### src/rtl/gray_count_monitor_if.sv
// Bundle between the upstream Gray cascade/readout side and the monitor.
// master drives the sampled digits; slave is the monitor that decodes them.
interface gray_count_monitor_if;
    logic       en;
    logic [3:0] gray_hi;
    logic [3:0] gray_lo;
    logic [7:0] value;
    logic       dir;
    logic       step;
    logic       wrap;
    logic       err;
    logic [7:0] err_cnt;
    logic       locked;

    modport master (
        output en, gray_hi, gray_lo,
        input  value, dir, step, wrap, err, err_cnt, locked
    );

    modport slave (
        input  en, gray_hi, gray_lo,
        output value, dir, step, wrap, err, err_cnt, locked
    );
endinterface

### src/rtl/gray_count_monitor.sv
// Decodes a two-digit Gray count, checks each sampled transition for hold/+-1
// legality and declares lock after LOCK_COUNT consecutive good steps.
module gray_count_monitor #(
    parameter int LOCK_COUNT = 4
) (
    input  logic                 clk,
    input  logic                 rst,
    gray_count_monitor_if.slave  bus
);
    typedef enum logic [1:0] {IDLE, ACQUIRE, LOCKED} state_t;

    state_t     state, state_nxt;
    logic [7:0] value_q, value_d;
    logic       dir_q, dir_d;
    logic       step_q, step_d;
    logic       wrap_q, wrap_d;
    logic       err_q, err_d;
    logic [7:0] err_cnt_q, err_cnt_d;
    logic [3:0] good_q, good_d;
    logic       locked_q;

    function automatic logic [3:0] gray2bin(input logic [3:0] g);
        logic [3:0] b;
        b[3] = g[3];
        b[2] = b[3] ^ g[2];
        b[1] = b[2] ^ g[1];
        b[0] = b[1] ^ g[0];
        return b;
    endfunction

    logic [7:0] new_val;
    logic       is_hold, is_up, is_dn, is_step, is_ill, is_wrap, lock_hit;

    assign new_val  = {gray2bin(bus.gray_hi), gray2bin(bus.gray_lo)};
    assign is_hold  = (new_val == value_q);
    assign is_up    = (new_val == value_q + 8'd1);
    assign is_dn    = (new_val == value_q - 8'd1);
    assign is_step  = is_up | is_dn;
    assign is_ill   = ~(is_hold | is_step);
    assign is_wrap  = (is_up && value_q == 8'hFF) || (is_dn && value_q == 8'h00);
    assign lock_hit = ((good_q + 4'd1) == 4'(LOCK_COUNT));

    always_ff @(posedge clk) begin
        if (rst) begin
            state     <= IDLE;
            value_q   <= 8'd0;
            dir_q     <= 1'b1;
            step_q    <= 1'b0;
            wrap_q    <= 1'b0;
            err_q     <= 1'b0;
            err_cnt_q <= 8'd0;
            good_q    <= 4'd0;
            locked_q  <= 1'b0;
        end else begin
            state     <= state_nxt;
            value_q   <= value_d;
            dir_q     <= dir_d;
            step_q    <= step_d;
            wrap_q    <= wrap_d;
            err_q     <= err_d;
            err_cnt_q <= err_cnt_d;
            good_q    <= good_d;
            locked_q  <= (state_nxt == LOCKED);
        end
    end

    always_comb begin
        state_nxt = state;
        if (bus.en) begin
            case (state)
                IDLE:    state_nxt = ACQUIRE;
                ACQUIRE: if (is_step && lock_hit) state_nxt = LOCKED;
                LOCKED:  if (is_ill) state_nxt = ACQUIRE;
                default: state_nxt = IDLE;
            endcase
        end
    end

    // Next values of the registered outputs; pulses default low every cycle.
    always_comb begin
        value_d   = value_q;
        dir_d     = dir_q;
        step_d    = 1'b0;
        wrap_d    = 1'b0;
        err_d     = 1'b0;
        err_cnt_d = err_cnt_q;
        good_d    = good_q;
        if (bus.en) begin
            if (state == IDLE) begin
                value_d = new_val;
                good_d  = 4'd0;
            end else if (is_step) begin
                value_d = new_val;
                dir_d   = is_up;
                step_d  = 1'b1;
                wrap_d  = is_wrap;
                if (state == ACQUIRE) good_d = good_q + 4'd1;
            end else if (is_ill) begin
                value_d = new_val;
                err_d   = 1'b1;
                good_d  = 4'd0;
                if (err_cnt_q != 8'hFF) err_cnt_d = err_cnt_q + 8'd1;
            end
        end
    end

    assign bus.value   = value_q;
    assign bus.dir     = dir_q;
    assign bus.step    = step_q;
    assign bus.wrap    = wrap_q;
    assign bus.err     = err_q;
    assign bus.err_cnt = err_cnt_q;
    assign bus.locked  = locked_q;
endmodule

### src/flat_wrapper.sv
// flat-port wrapper written by rule: the top's interface ports become plain ports
module gray_count_monitor_flat 
#(
    parameter int LOCK_COUNT = 4
)
  (clk, rst, bus_en, bus_gray_hi, bus_gray_lo, bus_value, bus_dir, bus_step, bus_wrap, bus_err, bus_err_cnt, bus_locked);
  gray_count_monitor_if bus_i ();
  input  logic clk;
  input  logic rst;
  input wire logic [$bits(bus_i.en)-1:0] bus_en;
  input wire logic [$bits(bus_i.gray_hi)-1:0] bus_gray_hi;
  input wire logic [$bits(bus_i.gray_lo)-1:0] bus_gray_lo;
  output wire logic [$bits(bus_i.value)-1:0] bus_value;
  output wire logic [$bits(bus_i.dir)-1:0] bus_dir;
  output wire logic [$bits(bus_i.step)-1:0] bus_step;
  output wire logic [$bits(bus_i.wrap)-1:0] bus_wrap;
  output wire logic [$bits(bus_i.err)-1:0] bus_err;
  output wire logic [$bits(bus_i.err_cnt)-1:0] bus_err_cnt;
  output wire logic [$bits(bus_i.locked)-1:0] bus_locked;
  assign bus_i.en = bus_en;
  assign bus_i.gray_hi = bus_gray_hi;
  assign bus_i.gray_lo = bus_gray_lo;
  assign bus_value = bus_i.value;
  assign bus_dir = bus_i.dir;
  assign bus_step = bus_i.step;
  assign bus_wrap = bus_i.wrap;
  assign bus_err = bus_i.err;
  assign bus_err_cnt = bus_i.err_cnt;
  assign bus_locked = bus_i.locked;
  gray_count_monitor #(.LOCK_COUNT(LOCK_COUNT)) u_core (.clk(clk), .rst(rst), .bus(bus_i));
endmodule
### config.mk
export PLATFORM = sky130hd
export DESIGN_NAME = gray_count_monitor_flat
export DESIGN_NICKNAME = d
export VERILOG_FILES = /design/src/rtl/gray_count_monitor_if.sv /design/src/rtl/gray_count_monitor.sv /design/src/flat_wrapper.sv
export SDC_FILE = /design/constraint.sdc
export NUM_CORES = 1
export LEC_CHECK = 0
export CAP_MARGIN = 20
export CELL_PAD_IN_SITES_DETAIL_PLACEMENT = 1
export CELL_PAD_IN_SITES_GLOBAL_PLACEMENT = 1
export CORE_MARGIN = 3
export CORE_UTILIZATION = 43
export DETAILED_ROUTE_END_ITERATION = 8
export MAX_ROUTING_LAYER = met4
export PLACE_DENSITY_LB_ADDON = 0.1
export SLEW_MARGIN = 20
export SYNTH_ARGS = -nofsm -noshare
export SYNTH_HDL_FRONTEND = slang
export SYNTH_SLANG_ARGS = --single-unit
export TNS_END_PERCENT = 1
### constraint.sdc
create_clock -name clk -period 8.3 [get_ports clk]
set_clock_uncertainty 0.1 [all_clocks]
set_input_delay 0.83 -clock clk [delete_from_list [all_inputs] [get_ports clk]]
set_output_delay 0.83 -clock clk [all_outputs]
set_load 0.02 [all_outputs]
# --- Yosys cells after proc, flatten, opt, wreduce, memory -nomap -nowiden ---
# Cells that the tools add are included.
op_classes:
  mux: 13
  n_bitwise: 12
  multipliers: 0
  shifts: 0
  addsub: 4
  n_lt_le_gt_ge: 0
  eq_ne: 11
  reduce_logical: 13
  div_mod_pow: 0
op_table:
  columns: ["op", "n"]
  rows:
  - ["8-bit == test", 3]
  - ["8-bit 2-to-1 mux", 3]
  - ["8-bit by 1-bit adder with 8-bit output (second input constant)", 2]
  - ["4-bit 2-to-1 mux", 4]
  - ["8-bit == test (second input constant)", 1]
  - ["8-bit zero test", 1]
  - ["8-bit != test (second input constant)", 1]
  - ["4-bit OR reduction", 2]
  - ["8-bit by 1-bit subtractor with 8-bit output (second input constant)", 1]
  - ["2-bit 2-to-1 mux", 3]
  - ["2-bit case mux with 3 select lines", 1]
  - ["3-bit AND reduction", 2]
  - ["1-bit XOR", 6]
  - ["5-bit AND reduction", 1]
  - ["4-bit by 1-bit adder with 4-bit output (second input constant)", 1]
  - ["2-bit == test (second input constant)", 2]
  - ["4-bit by 3-bit == test with 1-bit output (second input constant)", 1]
  - ["1-bit NOT", 4]
  - ["1-bit logical AND", 3]
  - ["3-bit by 2-bit != test with 1-bit output (second input constant)", 1]
  - ["3-bit != test (second input constant)", 1]
  - ["3-bit OR reduction", 1]
  - ["2-bit by 1-bit == test with 1-bit output (second input constant)", 1]
  - ["2-bit zero test", 1]
  - ["4 further kinds", 6]
totals:
  n_memories: 0
  regBits: 27
  word_cells: 62
  rom_bits: 0
  output_inout_bits: 21
  inputBits: 11
  latch_bits: 0
  mem_bits_rw: 0

# --- Depth between registers and ports, before layout ---
logic_depth:
  ltp_word: 10
  depth_mapped: 12
  mapped_depth_nobuf: 9

# --- Worst setup path before layout ---
# OpenSTA, ideal clock, no wires.
synth_path:
  kind: "in2reg"
  start: "input port bus_gray_hi[3]"
  end: "register u_core.err_cnt_q[0], in the netlist u_core.bus.err_cnt[0]"
  slack_ps: 4935
  setup_time_ps: 121
  path_buffers: 2
  required_time_ps: 8079
  arrival_ps: 3144
  path_stages: 9
  path_cell_list: "buf_6 > xor3_2 > xnor3_1 > or4b_1 > a211oi_2 > a21o_1 > buf_6 > nor3b_1 > mux2_4"
synth_via:
  elab_chain_len: 8
  word_cells_on_any_way: 11
  classes_between: "3 x eq/ne; 7 x bitwise; 1 x reduce/logical"
synth_rtl:
  columns: ["element", "line", "source"]
  rows:
  - ["start, declared", "flat_wrapper.sv:11", "input wire logic [$bits(bus_i.gray_hi)-1:0] bus_gray_hi;"]
  - ["1-bit XOR", "gray_count_monitor.sv:25", "b[2] = b[3] ^ g[2];"]
  - ["1-bit XOR", "gray_count_monitor.sv:26", "b[1] = b[2] ^ g[1];"]
  - ["1-bit XOR", "gray_count_monitor.sv:27", "b[0] = b[1] ^ g[0];"]
  - ["8-bit == test, on equally long branches", "gray_count_monitor.sv:36, gray_count_monitor.sv:37", null]
  - ["1-bit OR", "gray_count_monitor.sv:38", "assign is_step = is_up | is_dn;"]
  - ["1-bit OR", "gray_count_monitor.sv:39", "assign is_ill = ~(is_hold | is_step);"]
  - ["1-bit NOT (no line)", null, null]
  - ["5-bit AND reduction (no line) (*)", null, null]
  - ["end signal, assigned", "gray_count_monitor.sv:61", "err_cnt_q <= err_cnt_d;"]
  - ["end, declared", "gray_count_monitor.sv:18", "logic [7:0] err_cnt_q, err_cnt_d;"]
# Mark *: on every way between the ends. The rest lies on a longest branch, timed or not.
# A chain may end at the register's enable or synchronous reset.

# --- Worst setup path in the final report ---
# Ends and elaborated chain as after synthesis.

==> flow_summary.toml <==
[yosys]
yosysWarnings = 0
synth_cell_types = 53
synth.net_count = 261
yosysTopAreaCell = "dfxtp_1"
ys_seq_elements = 27
synth.most_common_cell = "dfxtp_1"
ys_seq_area_share_pct = 26.28
synthTopCellsByCount = "dfxtp_1 (27), nor2_1 (25), xnor2_1 (16)"
synth_edf_count = 0
mappedNetlistArea_mm2 = 0.002057
synth_top_area_share_pct = 26.28
syn_avg_cell_area_um2 = 8.362
synth-main-ff-cell = "dfxtp_1"
syn_inst = 246
async_flop_share_pct = 0
synthTopCellsByArea = "dfxtp_1 (26%), xnor2_1 (6.8%), nor2_1 (4.6%), xnor3_1 (4.4%), mux2i_1 (2.9%)"

[cts]
cts.sinks = 27
path_clk_slew_ns = 0.09
post_cts.repair.setup_buffers = 0
cts-resized-gates = 0
root_buffer = "clkbuf_8"
clock_latency_ns = 0.27
cts_buffers = 3
ctsHoldBuffers = 0
htree_levels = 1
clk_path_buf_depth = 2
cts_tree = "yes"

[timing]
slew_violations = 0
setup_viol = 0
worst_pin_slew_ns = 0.8031
relSlewSlack_pct = 46.26
setup_tns_ns = 0
timing.final.ws_setup_ns = 4.001
hold_viol_final = 0
rsz0062_at_grt = "false"
period_needed_ns = 4.299
max_freq_ghz = 0.2326
finalCritPeriodShare_pct = 51.79

[cells_and_area]
fin_area_mm2 = 0.002380
fin_nets = 278
layout-drive-gt1-share_pct = 5.725
n_antenna_cell = 0
areaGrowthSynthToFinish_pct = 15.69

[place]
dpl_worst_slack_ns = 3.750
routabilityCongestion = 0.7770
place_hpwl_um = 3659
io_buffers = 31
placed_area_mm2 = 0.002335

[detailed_routing]
firstDrtPassIters = 4
wl_met2_um = 2258
wl_met1_um = 2488
vias = 1840
drt-initial-drc-count = 128
route.met3.wl_um = 162
wl_per_cell_um = 15.67
via_per_inst = 5.860
top_layer = "met4"
postRouteAntennaNets = 0
wl_um = 4920
route.detailed.drc = 0

[critical_path]
crit_path_end_kind = "flop"
reg2reg_setup_slack_ns = 4.83
cp-startpoint = "bus_gray_hi[3]"
criticalPathCategory = "in2reg"
r2r-start = "u_core.bus.value[1]"
r2r_cells = 9
crit_fanout = 20
start_kind = "input pin"
reg2reg_to = "u_core.bus.err_cnt[0]"
cp.arrival_ns = 4.37
cp.required_ns = 8.37

[hold_path]
min-delay-start = "u_core.good_q[1]"
hold_class = "reg2reg"
hold_path_end = "u_core.good_q[1]"
hold_depth = 2

[floorplan]
initial_core_util_pct = 45.97
die_w_um = 75.17
coreArea_mm2 = 0.004474
io_pins = 32
placementRows = 24
die_area_mm2 = 0.005650
die_y_um = 75.17

[global_route]
grt_max_degree = 29
first_global_vias = 1683
gr-total-overflow = 0
grt_usage_pct = 19.11
antenna_found_initial = 0
grt_pass1_wl_um = 8211

[run_status]
status = "finished, final reports clean"

[power]
leakagePower_nw = 0.9350
power_density_mw_per_mm2 = 135.1
peakVddDrop_mv = 0.09015

[run]
drv_cap = 0
==> state kept, by name, indices dropped and copies added, names as in the netlist <==
signal              cells
u_core.bus.value        8
u_core.bus.wrap         1
u_core.bus.locked       1
u_core.good_q           4
u_core.bus.step         1
u_core.bus.err_cnt      8
u_core.bus.dir          1
u_core.bus.err          1
u_core.state            2
==> worst max path at each step <==
stage	slack [ns]	depth (start not counted)	to
after floorplan	4.94	9	u_core.bus.err_cnt[0]
after global placement	3.88	8	u_core.bus.err_cnt[0]
after detailed placement	3.75	8	u_core.bus.err_cnt[0]
after CTS	4.03	8	u_core.bus.err_cnt[0]
after global routing	3.81	8	u_core.bus.err_cnt[0]
final	4.00	8	u_core.bus.err_cnt[0]
==> through the flow <==
| step | utilization (%) | hold WS [ns] | cells | power, mW |
|---|---|---|---|---|
| after floorplan | - | 0.3592 | 246 | 0.2234 |
| after global placement | 52.18 | 0.3723 | 310 | 0.2492 |
| after detailed placement | 52.18 | 0.3791 | 310 | 0.2506 |
| after CTS | 53.19 | 0.3922 | 314 | 0.3258 |
| after global routing | 53.19 | 0.4418 | 314 | 0.3425 |
| final | 53.19 | 0.3892 | 314 | 0.3216 |
==> metal layers <==
layer	vias up	track usage [%]
li1	917	-
met1	891	26.90
met2	30	29.98
met3	2	3.204
met4	0	1.748
met5	-	-
==> cell usage in the layout (no fill, tap or decap), types with 3 or more instances in the layout <==
cell type	Yosys	final
nand3_1	6	6
o21ai_0	4	4
nor2b_1	8	8
o311ai_0	3	3
inv_1	9	9
xnor3_1	4	4
a21oi_1	9	9
a211oi_1	6	6
clkbuf_8	0	3
xor2_1	6	6
a31oi_1	3	3
nand4_1	9	9
xnor2_1	16	16
dfxtp_1	27	27
mux2_2	5	5
and3_1	5	5
nand2_1	15	15
nor2_1	25	25
o31ai_1	3	3
mux2i_1	6	6
clkdlybuf4s50_1	0	31
nor3_1	9	9
ha_1	4	4
or3_1	4	4
nor4_1	4	4
and4_1	3	3
==> logic make-up after synthesis <==
group	Yosys count	synth area share, %
xor+xnor	28	16.12
fa+ha+maj	4	2.433
buf+inv	29	6.751
simple gates	102	26.40
flops	27	26.28
compound gates	44	15.63
mux	12	6.387
==> report_power, final <==
group,internal (mW),switching (mW)
registers,0.134,0.0116
logic,0.0503,0.0522
clock network,0.0344,0.0394
==> critical path, cell delays in order <==
cell and delay, ns:
clkdlybuf4s50_1 0.69, xor3_2 0.57, xnor3_1 0.37, or4b_1 0.55, a211oi_2 0.29, a21o_1 0.52, nor3b_1 0.19, mux2_4 0.34
==> final cells by class <==
class,count,area (um^2)
Tap cell,52,65.06
Fill cell,542,2095
Timing Repair Buffer,32,317.8
Inverter,9,33.78
Sequential cell,27,540.5
Clock buffer,4,45.04
Multi-Input combinational cell,190,1378
Power figures use the tool's default switching activity.
